File: config.mk
export PLATFORM = sky130hd
export DESIGN_NAME = decay_sweep_engine
export DESIGN_NICKNAME = d
export VERILOG_FILES = /design/src/rtl/decay_pkg.sv /design/src/rtl/decay_msb_enc.sv /design/src/rtl/decay_sweep_engine.sv
export SDC_FILE = /design/constraint.sdc
export NUM_CORES = 1
export LEC_CHECK = 0
export CORE_MARGIN = 1
export CORE_UTILIZATION = 42
export CTS_BUF_LIST = sky130_fd_sc_hd__clkbuf_4 sky130_fd_sc_hd__clkbuf_8 sky130_fd_sc_hd__clkbuf_16
export DETAILED_ROUTE_END_ITERATION = 7
export PLACE_DENSITY = 0.66
export SYNTH_ARGS = -nofsm -noshare
export SYNTH_HDL_FRONTEND = slang
export SYNTH_SLANG_ARGS = --single-unit
File: constraint.sdc
create_clock -name clk -period 7.15 [get_ports clk]
set_input_delay 1.43 -clock clk [delete_from_list [all_inputs] [get_ports clk]]
set_output_delay 1.43 -clock clk [all_outputs]
set_load 0.01 [all_outputs]
File: src/rtl/decay_pkg.sv
// Shared types and defaults for the decay sweep engine.
// No logic beyond a combinational highest-set-bit helper.
package decay_pkg;

    typedef enum logic [1:0] {
        IDLE  = 2'd0,
        SWEEP = 2'd1,
        DRAIN = 2'd2
    } decay_state_t;

    localparam int DEF_W    = 14;
    localparam int DEF_FRAC = 8;
    localparam int DEF_KW   = 8;
    localparam int DEF_NCH  = 16;

    // Index of the highest set bit; zero input maps to 0.
    function automatic logic [4:0] msb_index(input logic [31:0] v);
        logic [4:0] p;
        p = '0;
        for (int i = 0; i < 32; i++) begin
            if (v[i]) p = 5'(i);
        end
        return p;
    endfunction

endpackage

File: src/rtl/decay_msb_enc.sv
// W-bit priority encoder giving the highest set bit index (0 for zero input).
// Purely combinational, no backpressure.
module decay_msb_enc
    import decay_pkg::*;
#(
    parameter int W  = DEF_W,
    parameter int PW = $clog2(W)
) (
    input  logic [W-1:0]  v_i,
    output logic [PW-1:0] p_o
);

    assign p_o = PW'(msb_index(32'(v_i)));

endmodule

File: src/rtl/decay_sweep_engine.sv
// Channel potential store: valid/ready accumulate in IDLE, tick sweeps all channels through a 2-stage decay.
// Sweep takes NCH+1 cycles tick-to-done; in_ready low while sweeping. DECAY_SAT_EN selects clamping vs wrap.
module decay_sweep_engine
    import decay_pkg::*;
#(
    parameter int            W       = DEF_W,
    parameter int            FRAC    = DEF_FRAC,
    parameter int            NCH     = DEF_NCH,
    parameter int            KW      = DEF_KW,
    parameter logic [KW-1:0] DECAY_K = KW'(1),
    localparam int           CW      = $clog2(NCH)
) (
    input  logic          clk,
    input  logic          rst_n,
    input  logic          tick_i,
    input  logic          in_valid_i,
    output logic          in_ready_o,
    input  logic [CW-1:0] in_ch_i,
    input  logic [W-1:0]  in_weight_i,
    input  logic [CW-1:0] rd_ch_i,
    output logic [W-1:0]  rd_data_o,
    output logic          busy_o,
    output logic          done_o,
    output logic          tick_ovr_o
);

    localparam int PW = $clog2(W);

    decay_state_t  state_q, state_d;
    logic [CW-1:0] idx_q, idx_d;
    logic          s1_load;

    logic [W-1:0]  pot_q [NCH];
    logic          s1_vld_q;
    logic [CW-1:0] s1_ch_q;
    logic [W-1:0]  s1_v_q;
    logic [PW-1:0] s1_p_q;
    logic [W-1:0]  rd_data_q;
    logic          done_q;
    logic          tick_ovr_q;

    logic [W-1:0]  rd_v;
    logic [PW-1:0] rd_p;
    logic [W-1:0]  sub;
    logic [W-1:0]  dec_dat;
    logic [W-1:0]  acc_dat;
    logic          acc_fire;
    logic          wr_en;
    logic [CW-1:0] wr_ch;
    logic [W-1:0]  wr_dat;

    always_comb begin
        state_d = state_q;
        idx_d   = idx_q;
        s1_load = 1'b0;
        case (state_q)
            IDLE: begin
                if (tick_i) begin
                    state_d = SWEEP;
                    idx_d   = '0;
                end
            end
            SWEEP: begin
                s1_load = 1'b1;
                idx_d   = idx_q + CW'(1);
                if (idx_q == CW'(NCH - 1)) state_d = DRAIN;
            end
            DRAIN:   state_d = IDLE;
            default: state_d = IDLE;
        endcase
    end

    assign in_ready_o = (state_q == IDLE);
    assign busy_o     = !in_ready_o;
    assign acc_fire   = in_valid_i && in_ready_o;

    // Stage 1: fetch the channel under the sweep index and find its magnitude.
    assign rd_v = pot_q[idx_q];

    decay_msb_enc #(.W(W), .PW(PW)) u_msb (
        .v_i (rd_v),
        .p_o (rd_p)
    );

    // Stage 2: subtract (K << p) >> FRAC, formed wide enough that K<<p never overflows.
    assign sub = W'((((W + KW))'(DECAY_K) << s1_p_q) >> FRAC);

`ifdef DECAY_SAT_EN
    logic [W:0] acc_sum;
    assign acc_sum = {1'b0, pot_q[in_ch_i]} + {1'b0, in_weight_i};
    assign acc_dat = acc_sum[W] ? '1 : acc_sum[W-1:0];
    assign dec_dat = (sub > s1_v_q) ? '0 : (s1_v_q - sub);
`else
    assign acc_dat = pot_q[in_ch_i] + in_weight_i;
    assign dec_dat = s1_v_q - sub;
`endif

    // Write-backs and accumulates never overlap: accumulates only fire in IDLE.
    assign wr_en  = s1_vld_q || acc_fire;
    assign wr_ch  = s1_vld_q ? s1_ch_q : in_ch_i;
    assign wr_dat = s1_vld_q ? dec_dat : acc_dat;

    always_ff @(posedge clk or negedge rst_n) begin
        if (!rst_n) begin
            state_q    <= IDLE;
            idx_q      <= '0;
            s1_vld_q   <= 1'b0;
            s1_ch_q    <= '0;
            s1_v_q     <= '0;
            s1_p_q     <= '0;
            rd_data_q  <= '0;
            done_q     <= 1'b0;
            tick_ovr_q <= 1'b0;
            for (int i = 0; i < NCH; i++) pot_q[i] <= '0;
        end else begin
            state_q    <= state_d;
            idx_q      <= idx_d;
            s1_vld_q   <= s1_load;
            done_q     <= (state_q == DRAIN);
            tick_ovr_q <= tick_i && busy_o;
            if (s1_load) begin
                s1_ch_q <= idx_q;
                s1_v_q  <= rd_v;
                s1_p_q  <= rd_p;
            end
            if (wr_en) pot_q[wr_ch] <= wr_dat;
            rd_data_q <= (wr_en && (wr_ch == rd_ch_i)) ? wr_dat : pot_q[rd_ch_i];
        end
    end

    assign rd_data_o  = rd_data_q;
    assign done_o     = done_q;
    assign tick_ovr_o = tick_ovr_q;

endmodule

==> results_dict.tcl <==
set metrics [dict create \
    clockRootBuffer "sky130_fd_sc_hd__clkbuf_16" \
    cts_buffers 29 \
    gr-usage-all-layers 0.2587 \
    critical-path-top-delay-family "multiplexers" \
    final.min_clock_period_ns 5.705 \
    finalHoldViolCount 0 \
    post_cts_buffers 0 \
    tritoncts_clock_tree "built" \
    floorplan.core_area_um2 38020 \
    power_leakage_nw 7.582 \
    timing.critical_path.slowest_stage_cell "sky130_fd_sc_hd__buf_2" \
    detail_route.wirelength_mm 49.09 \
    arrival_ns 6.08 \
    rsz_0062_raised_after_global_routing "false" \
    die_height_um 199.5 \
    routed_via_density 6.359 \
    synth_flop_cell "sky130_fd_sc_hd__dfrtp_1" \
    wirelength_met1_mm 19.02 \
    gpl.final_weighted_congestion 0.9233 \
    stdcell_count 1929 \
    placement.io_buffers 43 \
    clock_tree.htree_level_count 1 \
    synth-seq-area-share 0.4109 \
    rows 71 \
    routed_wire_length_per_instance_um 25.45 \
    post-route-period-util 0.7978 \
    clock_latency_late_sink_ns 0.55 \
    drt.antenna.violating_nets 0 \
    timing.hold.worst.class "reg2reg" \
    path_buf_inv 1 \
    dp.cells 1876 \
    setup_violations 0 \
    synth_top_cells_by_area "sky130_fd_sc_hd__dfrtp_1 (41%), sky130_fd_sc_hd__mux4_2 (25%), sky130_fd_sc_hd__o21ai_0 (5.3%)" \
    met3RoutedLength_mm 4.619 \
    max_freq_mhz 175.3 \
    tightest_slew_ns 1.269 \
    critical_path_required_ns 7.53 \
    synthesis.nets 1446 \
    vias_in_the_first_global_route 12430 \
    cts_hold_buffers 0 \
    endpoint_class_of_the_critical_path "flop" \
    residual_drc 0 \
    yosys_warnings 0 \
    initial_core_util 0.4308 \
    dp_hpwl_mm 31.89 \
    post_synthesis_cells 1396 \
    die_extent_in_x_um 199.5 \
    route.top_layer_used "met4" \
    met2_length_mm 23.07 \
    nNetsFinal 1446 \
    clk_transition_reported_paths_ns 0.06 \
    path_max_fanout 39 \
    yosysUniqueCellTypes 64 \
    power_per_cell_area_nw_per_um2 531.6 \
    timing.critical_path.from_type "primary input" \
    timing.setup.critical_path_class "in2reg" \
    peakVddDrop_mv 0.2159 \
    globalRoute.totalOverflow 0 \
    clock_sinks 269 \
    relSlewSlack 0.1537 \
    critical_path.cell_chain "buf_2 > mux4_2 > mux4_2 > ha_1 > fa_1 > a21oi_1 > o21ai_0 > o21a_1 > a31o_2 > xor2_1 > mux2i_2 > o21ai_0" \
    cts_resized 0 \
    largest_net_degree_at_the_start_of_global_routing 146 \
    drt-pass1-iter-count 5 \
    clk_path_buf_depth 3 \
    synth_area_leader_cell "sky130_fd_sc_hd__dfrtp_1" \
    status "completed" \
    max-cap-violations 0 \
    grt_first_pass_wirelength_mm 76.39 \
    post_synth_instance_area_um2 16380 \
    synth_top_area_frac 0.4109 \
    flow.area_growth_from_synthesis_pct 11.78 \
    grt_antenna_before_repair 0 \
    num_vias 12270 \
    postSynthAreaPerCell_um2 11.73 \
    slew_viol_final 0 \
    finalSetupTns_ns 0 \
    fp.dieArea_um2 39800 \
    asyncSetResetFlopFracSynth 1.000 \
    drive_gt1_frac 0.2405 \
    num_antenna_cells 0 \
    detail_route.iter0.violations 1472 \
    number_of_synthesized_register_bits 269 \
    fin_worst_skew_ns 0.01464 \
    number_of_synthesized_flops_with_an_enable_pin 0 \
    critical-path-max-stage-delay_ns 0.78 \
    design.portCount 44 \
]
stage by stage:
stage | hold WS (ns) | cell area (um^2) | util | setup WS [ns] | power, mW
floorplan | 0.4523 | 16380 | - | 1.876 | 6.340
global placement | 0.4785 | 17240 | 0.4535 | 1.085 | 7.814
detailed placement | 0.4839 | 17240 | 0.4535 | 0.9998 | 7.964
CTS | 0.4996 | 18310 | 0.4816 | 1.517 | 9.686
global route | 0.5180 | 18310 | 0.4816 | 1.272 | 10.33
finish | 0.4963 | 18310 | 0.4816 | 1.445 | 9.734
area by class of cell:
| cell class | instances | area, um^2 |
|---|---|---|
| Clock buffer | 38 | 812.0 |
| Fill cell | 3431 | 19710 |
| Inverter | 18 | 67.56 |
| Clock inverter | 15 | 256.5 |
| Multi-Input combinational cell | 993 | 9060 |
| Sequential cell | 269 | 6736 |
| Tap cell | 511 | 639.4 |
| Timing Repair Buffer | 85 | 738.2 |
layout by cell type (no fill, tap or decap), drive strengths merged, types with 3 or more instances in the layout:
cell	n
a211oi	4
a21o	4
a21oi	72
a221oi	7
a22o	10
a22oi	6
a31oi	4
and2	3
and3	3
buf	49
bufinv	7
clkbuf	38
clkdlybuf4s50	36
clkinv	7
dfrtp	269
ha	22
inv	18
mux2	37
mux2i	25
mux4	194
nand2	216
nand2b	7
nand3	9
nand4	3
nor2	77
nor2b	20
nor3	12
nor3b	6
o21a	8
o21ai	184
o32ai	3
or3	3
xnor2	12
xor2	15
worst min-delay path, stage by stage (launching register included):
cell	delay, ns
sky130_fd_sc_hd__dfrtp_1	0.36
sky130_fd_sc_hd__nand2_1	0.05
sky130_fd_sc_hd__nand2_1	0.05
sequential cells by signal, indices dropped and copies added, names as in the netlist:
name	flops
tick_ovr_o	1
s1_vld_q	1
s1_p_q	4
rd_data_o	14
state_q	2
s1_v_q	14
idx_q	4
s1_ch_q	4
done_o	1
pot_q	224
cell usage after synthesis, types with 2 or more instances:
library cell,number
sky130_fd_sc_hd__buf_1,9
sky130_fd_sc_hd__o211ai_1,2
sky130_fd_sc_hd__o21ai_0,173
sky130_fd_sc_hd__a22oi_1,6
sky130_fd_sc_hd__a31oi_1,4
sky130_fd_sc_hd__buf_12,2
sky130_fd_sc_hd__nand2b_1,7
sky130_fd_sc_hd__mux4_2,183
sky130_fd_sc_hd__buf_6,4
sky130_fd_sc_hd__or3_1,3
sky130_fd_sc_hd__nor3b_1,5
sky130_fd_sc_hd__ha_1,22
sky130_fd_sc_hd__mux2_2,37
sky130_fd_sc_hd__a221oi_1,3
sky130_fd_sc_hd__inv_1,17
sky130_fd_sc_hd__and3_1,3
sky130_fd_sc_hd__o21a_1,8
sky130_fd_sc_hd__nor2_1,77
sky130_fd_sc_hd__and2_1,3
sky130_fd_sc_hd__mux4_1,11
sky130_fd_sc_hd__a221oi_2,4
sky130_fd_sc_hd__nor3_1,12
sky130_fd_sc_hd__a21oi_1,72
sky130_fd_sc_hd__nand3_1,9
sky130_fd_sc_hd__o31ai_1,2
sky130_fd_sc_hd__nand2_1,216
sky130_fd_sc_hd__a21o_1,4
sky130_fd_sc_hd__o32ai_1,3
sky130_fd_sc_hd__buf_2,22
sky130_fd_sc_hd__buf_4,3
sky130_fd_sc_hd__xor2_1,15
sky130_fd_sc_hd__xnor2_1,12
sky130_fd_sc_hd__a22o_1,10
sky130_fd_sc_hd__clkbuf_1,76
sky130_fd_sc_hd__fa_1,2
sky130_fd_sc_hd__dfrtp_1,269
sky130_fd_sc_hd__a211oi_1,4
sky130_fd_sc_hd__nor2b_1,20
sky130_fd_sc_hd__o22a_1,2
sky130_fd_sc_hd__nand4_1,3
sky130_fd_sc_hd__o21ai_1,11
sky130_fd_sc_hd__mux2i_1,22
sky130_fd_sc_hd__mux2i_4,2
sky130_fd_sc_hd__a32o_1,2
cell families (layout without fill, tap and decap cells):
| family | Yosys count | in the layout | synth area share |
|---|---|---|---|
| flip-flops | 269 | 269 | 0.4109 |
| adder cells (fa/ha/maj) | 24 | 24 | 0.01925 |
| XOR/XNOR | 27 | 27 | 0.01444 |
| AND/OR/NAND/NOR | 362 | 362 | 0.09281 |
| buffers and inverters | 134 | 156 | 0.03689 |
| multiplexers | 256 | 256 | 0.3117 |
| AO/OA/AOI/OAI | 324 | 324 | 0.1140 |
layer usage:
metal / GRT usage / up-vias
met5: 0 / -
met4: 0.1193 / 0
met3: 0.05046 / 156
met2: 0.4087 / 675
met1: 0.3448 / 6188
li1: - / 5247
where the power goes:
| part | switching, mW | total [mW] | internal (mW) |
|---|---|---|---|
| Combinational | 2.79 | 5.06 | 2.27 |
| Clock | 0.631 | 1.68 | 1.05 |
| Sequential | 0.778 | 3.00 | 2.22 |
worst paths after layout:
| path | startpoint | endpoint | slack, ns | cells past startpoint |
|---|---|---|---|---|
| setup / recovery | in_ch_i[1] | pot_q[24] | 1.45 | 12 |
| hold / removal | s1_v_q[13] | s1_v_q[13] | 0.50 | 2 |
| setup reg to reg | pot_q[0] | pot_q[24] | 2.68 | 11 |
| hold reg to reg | s1_v_q[13] | s1_v_q[13] | 0.50 | 2 |
| max in group asynchronous | rst_n | pot_q[160] | 4.84 | 2 |
| min in group asynchronous | rst_n | pot_q[86] | 0.96 | 1 |
Note: power is estimated with default switching activity, not from simulation.
